`config.mk`:
```
export PLATFORM = sky130hd
export DESIGN_NAME = fifo_sync_param
export DESIGN_NICKNAME = d
export VERILOG_FILES = /design/src/rtl/fifo_sync_param.sv
export SDC_FILE = /design/constraint.sdc
export NUM_CORES = 1
export LEC_CHECK = 0
export ABC_CLOCK_PERIOD_IN_PS = 3600
export CELL_PAD_IN_SITES_DETAIL_PLACEMENT = 1
export CELL_PAD_IN_SITES_GLOBAL_PLACEMENT = 2
export CORE_MARGIN = 2
export CORE_UTILIZATION = 40
export CTS_CLUSTER_SIZE = 8
export DETAILED_ROUTE_END_ITERATION = 16
export PLACE_DENSITY = 0.78
export SYNTH_ARGS = -nofsm -noshare
export SYNTH_HDL_FRONTEND = slang
export SYNTH_SLANG_ARGS = --single-unit
```
`constraint.sdc`:
```
create_clock -name clk -period 3.6 [get_ports clk]
set_clock_uncertainty 0.1 [all_clocks]
set_input_delay 1.08 -clock clk [delete_from_list [all_inputs] [get_ports clk]]
set_output_delay 1.08 -clock clk [all_outputs]
set_load 0.01 [all_outputs]
```
`src/rtl/fifo_sync_param.sv`:
```
// fifo_sync_param: parametrised single-clock FIFO with occupancy level,
// almost-full/almost-empty flags, sticky overflow/underflow and flush.
//
// Parameters:
//   DATA_W    - data word width in bits (>=1)
//   DEPTH     - number of entries (power of 2, >=2)
//   ADDR_W    - pointer width, derived from DEPTH (do not override)
//   AF_THRESH - almost_full when level >= AF_THRESH (1..DEPTH)
//   AE_THRESH - almost_empty when level <= AE_THRESH (0..DEPTH-1)
//
// Ports:
//   clk, rst_n   - rising-edge clock, asynchronous active-low reset
//   flush        - synchronous clear of contents and error flags
//   wr_en, data_in    - write request and write data
//   rd_en             - read request (pop/acknowledge in FWFT mode)
//   data_out, valid_out - read data and its valid strobe
//   full, empty, almost_full, almost_empty, level - status
//   overflow, underflow - sticky rejected-write / rejected-read flags
//
// Build option:
//   FIFO_FWFT_EN - first-word fall-through: data_out shows the head
//                  word combinationally and valid_out = !empty.
//                  Undefined: registered data_out, 1-cycle latency.

module fifo_sync_param #(
  parameter int DATA_W    = 16,
  parameter int DEPTH     = 16,
  parameter int ADDR_W    = $clog2(DEPTH),
  parameter int AF_THRESH = DEPTH - 2,
  parameter int AE_THRESH = 2
) (
  input  logic              clk,
  input  logic              rst_n,
  input  logic              flush,
  input  logic              wr_en,
  input  logic [DATA_W-1:0] data_in,
  input  logic              rd_en,
  output logic [DATA_W-1:0] data_out,
  output logic              valid_out,
  output logic              full,
  output logic              empty,
  output logic              almost_full,
  output logic              almost_empty,
  output logic [ADDR_W:0]   level,
  output logic              overflow,
  output logic              underflow
);

  localparam logic [ADDR_W:0] DEPTH_L = (ADDR_W+1)'(DEPTH);
  localparam logic [ADDR_W:0] AF_L    = (ADDR_W+1)'(AF_THRESH);
  localparam logic [ADDR_W:0] AE_L    = (ADDR_W+1)'(AE_THRESH);

  logic [DATA_W-1:0] mem [DEPTH];
  logic [ADDR_W-1:0] wr_ptr;
  logic [ADDR_W-1:0] rd_ptr;
  logic              rd_acc;
  logic              wr_acc;

  // Status is decoded from the registered level only.
  assign full         = (level == DEPTH_L);
  assign empty        = (level == '0);
  assign almost_full  = (level >= AF_L);
  assign almost_empty = (level <= AE_L);

  // Flush wins over both requests. A full FIFO still takes a write
  // when a read frees a slot in the same cycle; an empty FIFO never
  // bypasses a write to the read side.
  assign rd_acc = rd_en && !empty && !flush;
  assign wr_acc = wr_en && (!full || rd_acc) && !flush;

  // Storage is not reset; contents are only meaningful via level.
  always_ff @(posedge clk) begin
    if (wr_acc) begin
      mem[wr_ptr] <= data_in;
    end
  end

  always_ff @(posedge clk or negedge rst_n) begin
    if (!rst_n) begin
      wr_ptr    <= '0;
      rd_ptr    <= '0;
      level     <= '0;
      overflow  <= 1'b0;
      underflow <= 1'b0;
    end else if (flush) begin
      wr_ptr    <= '0;
      rd_ptr    <= '0;
      level     <= '0;
      overflow  <= 1'b0;
      underflow <= 1'b0;
    end else begin
      if (wr_acc) begin
        wr_ptr <= wr_ptr + 1'b1;
      end
      if (rd_acc) begin
        rd_ptr <= rd_ptr + 1'b1;
      end
      case ({wr_acc, rd_acc})
        2'b10:   level <= level + 1'b1;
        2'b01:   level <= level - 1'b1;
        default: level <= level;
      endcase
      if (wr_en && !wr_acc) begin
        overflow <= 1'b1;
      end
      if (rd_en && !rd_acc) begin
        underflow <= 1'b1;
      end
    end
  end

`ifdef FIFO_FWFT_EN

  // Head word is presented as soon as it is stored.
  assign data_out  = mem[rd_ptr];
  assign valid_out = !empty;

`else

  // Registered read port; data_out keeps the last word read.
  always_ff @(posedge clk or negedge rst_n) begin
    if (!rst_n) begin
      data_out  <= '0;
      valid_out <= 1'b0;
    end else if (flush) begin
      valid_out <= 1'b0;
    end else begin
      valid_out <= rd_acc;
      if (rd_acc) begin
        data_out <= mem[rd_ptr];
      end
    end
  end

`endif

endmodule

```
==> metrics <==
outcome=completed; Crit Path Max Fanout=7; post-place setup slack=~0.019 ns; Relative slew margins=48.7%; FP Rows=61; post-route setup slack=roughly 0.077 ns; crit path buf inv count=2; DRT Pass-1 Iters=4; register area=between 0.008 and 0.009 mm^2; Slew Limit Fails=0; post-route ant nets=0; largest net degree at the start of global routing=36; clock tree buffer depth=3; Crit path largest cell delay=0.54 ns; # fillers=2,585; vias=5,802; core area=0.0279 mm^2; GPL Wtd Cong=0.726; worst-margin pin slew=0.770 ns; Pleak=4.48 nW; flops & latches, synth=288; Initial Utilization=between 40% and 50%; CP max stage cell=clkdlybuf4s50_1; Syn Inst Count=~560; Vert. Die Dim=173 um; CP Cell Sequence=or3_4 > or3_4 > inv_2 > clkdlybuf4s50_1; Post-route DRC=0; critical path's most frequent cell=or3_4; Die Width=roughly 170 um; cts hold-fix bufs=0; first-pass GRT wire length=40.9 mm; GRT overflow=0; Mapped Avg Cell Area=20.4 um^2; Setup TNS=0 ns; arrival time of the worst setup path=between 2 and 2.5 ns; number of global-route vias before repair=roughly 6,600; CTS tree=yes; Yosys cell types=40; clock transition at the registers of the reported paths=0.05 ns; die area=0.0299 mm^2; ANT cells=0; dominant cells by area after synthesis=edfxtp_1, mux4_2, dfrtp_1, mux2i_1, o221ai_2; # setup viols final=0; Max Cap Viol=0; Synth Net Count=589; top-area cell type share of the netlist area=67.4%; final instance area=about 0.014 mm^2; CP required=between 2 and 2.5 ns; Primary FF master, synth=edfxtp_1; total track usage=18.3%; Post-synth EDFFs=between 200 and 300; FFs w/ async S/R, synth=11.1%; crit share post-route=97.9%; # nets final=693; f_max=284 MHz; Worst Hold Class=reg2reg; root buf cell=clkbuf_16; fin crit period=about 3.5 ns; multi-input logic area=between 0.002 and 0.003 mm^2; final hold vios=0; Post-Syn Area=0.0114 mm^2; most common cell in the netlist=edfxtp_1; Clock Latency Late Sink=0.52 ns; hpwl dp=roughly 16 mm; Top Ports=just under 50; drt via density=5.41; RSZ-0062 raised after global routing=false; final wirelength=26.4 mm; nature of the critical path endpoint=output port; Pwr Density=634 mW/mm^2; commonest cells in the netlist=edfxtp_1, mux4_2, mux2i_1, dfrtp_1, nor2_1; CTS H-tree depth=2; Post-Place Cell Area=roughly 0.013 mm^2; share of cells above drive strength 1=26.2%; Setup CP Type=reg2out; port buffer count=48; sequential area share after synthesis=74.4%; Area growth syn-to-layout=20.3%; Detailed Route Iter0 Violations=508; peak supply drop=0.329 mV; Avg WL per Cell=between 20 and 25 um; Yosys warnings=0; initial antenna violation count=0; Worst path top cell family by delay=simple AND/OR/NAND/NOR gates; post-synth top area cell=edfxtp_1; CTS Buf Count=41; critical path startpoint category=register; Sink Count=roughly 290
## cells by family after synthesis
logic type,count (synthesis),share of synthesized area (%)
flip-flops,288,74.4
multiplexers,102,16.0
AND/OR/NAND/NOR,81,3.35
buffers and inverters,37,1.83
AO/OA/AOI/OAI,35,2.80
adder cells (fa/ha/maj),9,1.05
XOR/XNOR,7,0.537
## routing by layer
metal | vias up | GRT usage, % | part of all wire, %
met1 | 3094 | 23.6 | 41
met2 | 165 | 31.5 | 52
met3 | 58 | 2.86 | 4.7
met4 | 0 | 6.64 | 2.8
met5 | - | 0 | 0
li1 | 2485 | - | -
## final cells by class
cell class              count  share of cell area (%)
clock buffers              74                    8.69
clock inverters             1                  0.0638
flip-flops and latches    288                    61.9
multi-input cells         234                    19.8
inverters                   9                   0.264
well taps                 378                    3.45
repair buffers             89                    5.80
## power breakdown
group          total [mW]  internal, mW  switching (mW)
Sequential           3.96          3.80           0.159
Clock                3.54          2.21            1.33
Combinational        1.19         0.585           0.600
Total                8.69          6.60            2.09
## what timing repair did
action                                  in CTS  in global routing
buffers inserted                             1                  0
endpoints found under the hold margin        0                  0
endpoints found under the setup margin       1                  2
gates resized for setup                      1                  2
## registers in the layout, indices dropped and copies added, names as in the netlist
name and cells:
mem 256, data_out 16, level 5, rd_ptr 4, wr_ptr 4, overflow 1
underflow 1, valid_out 1
## final timing paths
check                        startpoint            to  slack [ns]  cells after the start
hold / removal             data_out[11]  data_out[11]        0.39                      2
min in group asynchronous         rst_n   data_out[6]        0.50                      1
hold reg to reg            data_out[11]  data_out[11]        0.39                      2
max in group asynchronous         rst_n   data_out[9]        2.23                      2
setup reg to reg               level[2]      level[4]        0.57                     12
setup / recovery               level[2]         empty        0.08                      4
## worst min-delay path, stage by stage, from the launching register on
cell	delay [ns]
dfrtp_1	0.34
nand2_1	0.06
o221ai_2	0.05
## per-stage QoR
step	hold WS, ns	utilization [%]	std cells	total power [mW]
3_3_place_gp	0.378	44.8	997	5.16
6_report	0.395	49.1	1073	8.69
3_5_place_dp	0.385	44.8	997	5.21
2_1_floorplan	0.417	-	559	4.66
5_1_grt	0.425	49.1	1073	9.03
4_1_cts	0.397	49.1	1073	8.78
## cells in the final DEF, fill, tap and decap left out, drive strengths merged, types with 2 or more instances in the layout
cell type / synthesis / routed
a31oi: 2 / 2
inv: 9 / 10
o21ai: 5 / 5
mux2i: 33 / 33
nor2: 32 / 32
xor2: 6 / 6
nand2b: 3 / 3
ha: 8 / 8
mux4: 64 / 64
nand3: 5 / 5
o221ai: 16 / 16
clkdlybuf4s50: 0 / 47
or3b: 2 / 2
clkbuf: 7 / 74
a21oi: 9 / 9
mux2: 5 / 5
or3: 6 / 6
dfrtp: 32 / 32
edfxtp: 256 / 256
buf: 21 / 42
nand2: 28 / 28
(Power assumes the default switching activity.)
